### config.mk
export PLATFORM = sky130hd
export DESIGN_NAME = writeback_arbiter_flat
export DESIGN_NICKNAME = d
export VERILOG_FILES = /design/src/rtl/writeback_arbiter_if.sv /design/src/rtl/writeback_arbiter.sv /design/src/flat_wrapper.sv
export SDC_FILE = /design/constraint.sdc
export NUM_CORES = 2
export LEC_CHECK = 0
export ABC_CLOCK_PERIOD_IN_PS = 17500
export CORE_ASPECT_RATIO = 1.1
export CORE_MARGIN = 2
export CORE_UTILIZATION = 60
export DETAILED_ROUTE_END_ITERATION = 8
export DONT_BUFFER_PORTS = 1
export PLACE_DENSITY = 0.79
export SLEW_MARGIN = 10
export SYNTH_ARGS = -nofsm -noshare
export SYNTH_HDL_FRONTEND = slang
export SYNTH_SLANG_ARGS = --single-unit
export TNS_END_PERCENT = 1
### constraint.sdc
create_clock -name clk -period 17.5 [get_ports clk]
set_input_delay 0 -clock clk [delete_from_list [all_inputs] [get_ports clk]]
set_output_delay 0 -clock clk [all_outputs]
set_load 0.02 [all_outputs]
### src/rtl/writeback_arbiter_if.sv
// Writeback bus: ALU and memory producer handshakes plus the register-file write port.
// The slave side is the arbiter; the master side drives producers and rf_stall.
interface writeback_arbiter_if #(
   parameter int LANES  = 8,
   parameter int DATA_W = 32,
   parameter int ADDR_W = 4,
   parameter int WARP_W = 3
);
   logic                    alu_valid;
   logic                    alu_ready;
   logic [WARP_W-1:0]       alu_warp;
   logic [ADDR_W-1:0]       alu_addr;
   logic [LANES-1:0]        alu_mask;
   logic [LANES*DATA_W-1:0] alu_data;

   logic                    mem_valid;
   logic                    mem_ready;
   logic [WARP_W-1:0]       mem_warp;
   logic [ADDR_W-1:0]       mem_addr;
   logic [LANES-1:0]        mem_mask;
   logic [LANES*DATA_W-1:0] mem_data;

   logic                    rf_stall;
   logic [LANES-1:0]        write_en;
   logic [ADDR_W-1:0]       waddr;
   logic [WARP_W-1:0]       warp_selector;
   logic [LANES*DATA_W-1:0] wdata;
   logic                    busy;

   modport slave (
      input  alu_valid, alu_warp, alu_addr, alu_mask, alu_data,
      output alu_ready,
      input  mem_valid, mem_warp, mem_addr, mem_mask, mem_data,
      output mem_ready,
      input  rf_stall,
      output write_en, waddr, warp_selector, wdata, busy
   );

   modport master (
      output alu_valid, alu_warp, alu_addr, alu_mask, alu_data,
      input  alu_ready,
      output mem_valid, mem_warp, mem_addr, mem_mask, mem_data,
      input  mem_ready,
      output rf_stall,
      input  write_en, waddr, warp_selector, wdata, busy
   );
endinterface

### src/rtl/writeback_arbiter.sv
// Two-source writeback arbiter: per-source FIFOs feeding one registered RF write port.
// Define WB_MEM_PRIORITY_EN for fixed memory-over-ALU priority instead of round-robin.
module writeback_arbiter #(
   parameter int LANES      = 8,
   parameter int DATA_W     = 32,
   parameter int ADDR_W     = 4,
   parameter int WARP_W     = 3,
   parameter int FIFO_DEPTH = 4
) (
   input  logic               clk,
   input  logic               rst_n,
   writeback_arbiter_if.slave bus
);
   localparam int DATA_BITS = LANES * DATA_W;
   localparam int ENTRY_W   = WARP_W + ADDR_W + LANES + DATA_BITS;
   localparam int PTR_W     = $clog2(FIFO_DEPTH);
   localparam int CNT_W     = PTR_W + 1;
   localparam int MASK_LSB  = DATA_BITS;
   localparam int ADDR_LSB  = DATA_BITS + LANES;
   localparam int WARP_LSB  = DATA_BITS + LANES + ADDR_W;

   // Index 0 is the ALU source, index 1 the memory unit.
   logic [1:0]         w_in_valid;
   logic [1:0]         w_ready;
   logic [1:0]         w_push;
   logic [1:0]         w_pop;
   logic [1:0]         w_nonempty;
   logic [1:0]         w_elig;
   logic [ENTRY_W-1:0] w_in_entry [2];
   logic [ENTRY_W-1:0] w_head     [2];
   logic [ENTRY_W-1:0] w_sel;

   logic [LANES-1:0]     r_write_en;
   logic [ADDR_W-1:0]    r_waddr;
   logic [WARP_W-1:0]    r_warp;
   logic [DATA_BITS-1:0] r_wdata;

   assign w_in_valid    = {bus.mem_valid, bus.alu_valid};
   assign w_in_entry[0] = {bus.alu_warp, bus.alu_addr, bus.alu_mask, bus.alu_data};
   assign w_in_entry[1] = {bus.mem_warp, bus.mem_addr, bus.mem_mask, bus.mem_data};

   genvar gi;
   generate
      for (gi = 0; gi < 2; gi++) begin : g_fifo
         logic [ENTRY_W-1:0] r_mem [FIFO_DEPTH];
         logic [PTR_W-1:0]   r_wptr;
         logic [PTR_W-1:0]   r_rptr;
         logic [CNT_W-1:0]   r_count;

         // Ready looks only at the registered count, so a full FIFO refuses even while popping.
         assign w_ready[gi]    = (r_count != CNT_W'(FIFO_DEPTH));
         assign w_push[gi]     = w_in_valid[gi] & w_ready[gi] & (|w_in_entry[gi][MASK_LSB +: LANES]);
         assign w_nonempty[gi] = (r_count != '0);
         assign w_elig[gi]     = w_nonempty[gi] & ~bus.rf_stall;
         assign w_head[gi]     = r_mem[r_rptr];

         always_ff @(posedge clk) begin
            if (w_push[gi]) begin
               r_mem[r_wptr] <= w_in_entry[gi];
            end
         end

         always_ff @(posedge clk or negedge rst_n) begin
            if (!rst_n) begin
               r_wptr  <= '0;
               r_rptr  <= '0;
               r_count <= '0;
            end else begin
               if (w_push[gi]) r_wptr <= r_wptr + 1'b1;
               if (w_pop[gi])  r_rptr <= r_rptr + 1'b1;
               case ({w_push[gi], w_pop[gi]})
                  2'b10:   r_count <= r_count + 1'b1;
                  2'b01:   r_count <= r_count - 1'b1;
                  default: r_count <= r_count;
               endcase
            end
         end
      end
   endgenerate

`ifdef WB_MEM_PRIORITY_EN
   assign w_pop[1] = w_elig[1];
   assign w_pop[0] = w_elig[0] & ~w_elig[1];
`else
   logic r_last_mem;

   assign w_pop[0] = w_elig[0] & (~w_elig[1] | r_last_mem);
   assign w_pop[1] = w_elig[1] & ~w_pop[0];

   always_ff @(posedge clk or negedge rst_n) begin
      if (!rst_n) begin
         r_last_mem <= 1'b1;
      end else if (|w_pop) begin
         r_last_mem <= w_pop[1];
      end
   end
`endif

   assign w_sel = w_pop[1] ? w_head[1] : w_head[0];

   // Address, warp and data hold between grants; only write_en returns to zero.
   always_ff @(posedge clk or negedge rst_n) begin
      if (!rst_n) begin
         r_write_en <= '0;
         r_waddr    <= '0;
         r_warp     <= '0;
         r_wdata    <= '0;
      end else if (|w_pop) begin
         r_write_en <= w_sel[MASK_LSB +: LANES];
         r_waddr    <= w_sel[ADDR_LSB +: ADDR_W];
         r_warp     <= w_sel[WARP_LSB +: WARP_W];
         r_wdata    <= w_sel[DATA_BITS-1:0];
      end else begin
         r_write_en <= '0;
      end
   end

   assign bus.alu_ready     = w_ready[0];
   assign bus.mem_ready     = w_ready[1];
   assign bus.write_en      = r_write_en;
   assign bus.waddr         = r_waddr;
   assign bus.warp_selector = r_warp;
   assign bus.wdata         = r_wdata;
   assign bus.busy          = (|w_nonempty) | (|r_write_en);
endmodule

### src/flat_wrapper.sv
// flat-port wrapper written by rule: the top's interface ports become plain ports
module writeback_arbiter_flat 
#(
   parameter int LANES      = 8,
   parameter int DATA_W     = 32,
   parameter int ADDR_W     = 4,
   parameter int WARP_W     = 3,
   parameter int FIFO_DEPTH = 4
)
  (clk, rst_n, bus_alu_valid, bus_alu_warp, bus_alu_addr, bus_alu_mask, bus_alu_data, bus_alu_ready, bus_mem_valid, bus_mem_warp, bus_mem_addr, bus_mem_mask, bus_mem_data, bus_mem_ready, bus_rf_stall, bus_write_en, bus_waddr, bus_warp_selector, bus_wdata, bus_busy);
  writeback_arbiter_if #(.LANES(LANES), .DATA_W(DATA_W), .ADDR_W(ADDR_W), .WARP_W(WARP_W)) bus_i ();
  input  logic clk;
  input  logic rst_n;
  input wire logic [$bits(bus_i.alu_valid)-1:0] bus_alu_valid;
  input wire logic [$bits(bus_i.alu_warp)-1:0] bus_alu_warp;
  input wire logic [$bits(bus_i.alu_addr)-1:0] bus_alu_addr;
  input wire logic [$bits(bus_i.alu_mask)-1:0] bus_alu_mask;
  input wire logic [$bits(bus_i.alu_data)-1:0] bus_alu_data;
  output wire logic [$bits(bus_i.alu_ready)-1:0] bus_alu_ready;
  input wire logic [$bits(bus_i.mem_valid)-1:0] bus_mem_valid;
  input wire logic [$bits(bus_i.mem_warp)-1:0] bus_mem_warp;
  input wire logic [$bits(bus_i.mem_addr)-1:0] bus_mem_addr;
  input wire logic [$bits(bus_i.mem_mask)-1:0] bus_mem_mask;
  input wire logic [$bits(bus_i.mem_data)-1:0] bus_mem_data;
  output wire logic [$bits(bus_i.mem_ready)-1:0] bus_mem_ready;
  input wire logic [$bits(bus_i.rf_stall)-1:0] bus_rf_stall;
  output wire logic [$bits(bus_i.write_en)-1:0] bus_write_en;
  output wire logic [$bits(bus_i.waddr)-1:0] bus_waddr;
  output wire logic [$bits(bus_i.warp_selector)-1:0] bus_warp_selector;
  output wire logic [$bits(bus_i.wdata)-1:0] bus_wdata;
  output wire logic [$bits(bus_i.busy)-1:0] bus_busy;
  assign bus_i.alu_valid = bus_alu_valid;
  assign bus_i.alu_warp = bus_alu_warp;
  assign bus_i.alu_addr = bus_alu_addr;
  assign bus_i.alu_mask = bus_alu_mask;
  assign bus_i.alu_data = bus_alu_data;
  assign bus_alu_ready = bus_i.alu_ready;
  assign bus_i.mem_valid = bus_mem_valid;
  assign bus_i.mem_warp = bus_mem_warp;
  assign bus_i.mem_addr = bus_mem_addr;
  assign bus_i.mem_mask = bus_mem_mask;
  assign bus_i.mem_data = bus_mem_data;
  assign bus_mem_ready = bus_i.mem_ready;
  assign bus_i.rf_stall = bus_rf_stall;
  assign bus_write_en = bus_i.write_en;
  assign bus_waddr = bus_i.waddr;
  assign bus_warp_selector = bus_i.warp_selector;
  assign bus_wdata = bus_i.wdata;
  assign bus_busy = bus_i.busy;
  writeback_arbiter #(.LANES(LANES), .DATA_W(DATA_W), .ADDR_W(ADDR_W), .WARP_W(WARP_W), .FIFO_DEPTH(FIFO_DEPTH)) u_core (.clk(clk), .rst_n(rst_n), .bus(bus_i));
endmodule
==> results_dict.tcl <==
set metrics [dict create \
    outcome "completed" \
    ir_worst_vdd_v 0.000183 \
    routedWlPerCell_um 40.5 \
    port_buffers 0 \
    maxCapViolCount 0 \
    hold_viol 0 \
    h-tree-depth 4 \
    clock_skew_ns 0.0841 \
    tns_ns 0 \
    die_w_um 376 \
    crit_family "buffers and inverters" \
    final.min_clock_period_ns 4.75 \
    crit_chain "buf_4 -> buf_4 -> buf_4 -> mux4_2 -> or4_1 -> o221a_2" \
    slew_headroom 0.0893 \
    cp_num_buf_inv 3 \
    place.gp.congestion 0.784 \
    hold_depth 3 \
    antenna_found_initial 21 \
    syn_area_um2 91400 \
    rows 150 \
    p_total_mw 19.5 \
    io_pins 821 \
    synth_top_area_frac 0.712 \
    required_ns 18.25 \
    cts_made_buffers 221 \
    crit_start "u_core.g_fifo[1].r_rptr[0]" \
    synth_cell_type_count 38 \
    yosys-top-cells-area "edfxtp_1 71%, mux4_2 13%, dfrtp_1 7.8%" \
    dp.final_hpwl_um 126000 \
    route.vias.total 52700 \
    fin_crit_sh 0.272 \
    firstDrtPassIters 5 \
    dp_cells 5647 \
    yosysWarningCount 0 \
    cp-end-kind "register" \
    synth_flop_cell "edfxtp_1" \
    drt_iter0_drc 8645 \
    hold_class "input port to register" \
    grt_pass1_vias 53700 \
    synth_fp_nets 4436 \
    worstPathArrival_ns 5.50 \
    grt_overflow 0 \
    clk_latency_ns 0.90 \
    ant_nets 0 \
    drc 0 \
    worst_path_largest_cell_delay_ns 0.93 \
    r2r_start "u_core.g_fifo[1].r_rptr[0]" \
    final_nets 5545 \
    cts.sinks 2454 \
    synth.avg_cell_area_um2 23.6 \
    cts_tree "done" \
    worstPathMaxFanout 42 \
    critPathKind "register to register" \
    post_cts_resized 0 \
    fp.coreArea_um2 152000 \
    die_height_um 413 \
    clk_pin_slew_ns 0.07 \
    powerDensity_nw_per_um2 174 \
    power_leakage_nw 36.8 \
    r2r_cells 6 \
    synth_seq_cells 2454 \
    vias_per_cell 7.33 \
    track_usage 0.369 \
    ctsRootBufferMaster "clkbuf_16" \
    crit_cells 6 \
    rsz0062_at_grt "no" \
    grt_max_degree 287 \
    syn-instance-count 3877 \
    cp_common_cell "buf_4" \
    start_util 0.603 \
    worst_slew_pin_slew_ns 1.37 \
    seq_area_frac_synth 0.791 \
    worstHoldStart "bus_alu_mask[1]" \
    drive_above_1_share 0.240 \
    async_flop_share 0.117 \
    area_growth_syn_to_layout_pct 22.7 \
    cts_max_path_buffers 3 \
    synth_edf_count 2168 \
    drv_slew 0 \
    stdcell_count 7185 \
    dieArea_um2 155000 \
    synth_top_area_cell "edfxtp_1" \
    setup_viol 0 \
    grt_pass1_wl_um 405000 \
    cp_slowest_cell "dfrtp_4" \
    start_kind "register" \
    fmax_mhz 210 \
    finalWirelength_um 291000 \
]
cell usage after synthesis (all sizes together), types with 4 or more instances:
master  instances
inv            17
mux4          542
xor2            7
edfxtp       2168
xnor2           5
a22o            8
dfrtp         285
o221a         263
and2            8
nor2            4
or4           263
buf            82
nor4            6
clkbuf        185
ha             10
sequential cells by signal, summed over array words and instances, names as in the netlist:
register                  count
u_core.r_last_mem             1
u_core.bus.warp_selector      3
u_core.bus.wdata            256
u_core.g_fifo.r_count         6
u_core.g_fifo.r_mem        2168
u_core.bus.write_en           8
u_core.g_fifo.r_rptr          4
u_core.bus.waddr              4
u_core.g_fifo.r_wptr          4
final timing paths:
| check | end | slack (ns) |
|---|---|---|
| setup / recovery | u_core.bus.wdata[83] | 12.75 |
| min in group asynchronous | u_core.bus.wdata[144] | 0.25 |
| hold reg to reg | u_core.g_fifo[0].r_count[2] | 0.57 |
| max in group asynchronous | u_core.g_fifo[0].r_rptr[0] | 16.00 |
| hold / removal | u_core.g_fifo[0].r_wptr[0] | 0.05 |
| setup reg to reg | u_core.bus.wdata[83] | 12.75 |
final cells by class:
class,instances,area [um^2]
well taps,1976,2470
diodes,24,60.1
multi-input cells,1139,17800
clock inverters,117,1640
fillers,7449,39500
flip-flops and latches,2454,72300
repair buffers,1153,11600
clock buffers,305,6220
inverters,17,63.8
per-stage QoR:
stage	setup WS [ns]	cell area, um^2	utilization	hold WS, ns
finish	12.75	112000	0.739	0.0466
CTS	12.68	112000	0.738	0.000423
detailed placement	12.74	93200	0.614	-0.289
floorplan	9.56	91400	-	-0.296
global placement	12.78	93200	0.614	-0.288
global route	12.36	112000	0.739	0.0635
power by group:
part           internal (mW)  switching, mW
Clock                   2.97           2.39
Sequential              7.87           1.33
Combinational           2.19           2.78
Total                   13.0           6.50
cells in the final DEF, fill, tap and decap left out, drive strengths merged, types with 10 or more instances in the layout:
cell	synthesis	routed
buf	82	65
bufinv	0	31
clkbuf	185	305
clkinv	0	71
dfrtp	285	285
diode	0	24
dlygate4sd3	0	1088
edfxtp	2168	2168
ha	10	10
inv	17	27
mux4	542	542
o221a	263	263
or4	263	263
tightest hold or removal path: cells and delay by family:
| kind | cells | cell delay [ns] |
|---|---|---|
| simple gates | 1 | 0.37 |
| compound gates | 1 | 0.28 |
| xor+xnor | 1 | 0.18 |
kinds of logic after synthesis:
group	synth area share
xor+xnor	0.00115
simple gates	0.0234
fa+ha+maj	0.00181
mux	0.134
flops	0.791
compound gates	0.0339
buf+inv	0.0151
routing by layer:
layer | up-vias | share of wire | GRT usage
met5 | - | 0.00030 | 0
met4 | 12 | 0.068 | 0.215
met3 | 1180 | 0.12 | 0.0935
met2 | 5623 | 0.50 | 0.610
met1 | 26800 | 0.31 | 0.447
li1 | 19100 | - | -
timing repair:
item | CTS | global route
hold endpoints to repair | 2736 | 58
hold buffers | 1089 | 1
buffers inserted | 0 | 0
Note: power is estimated with default switching activity, not from simulation.
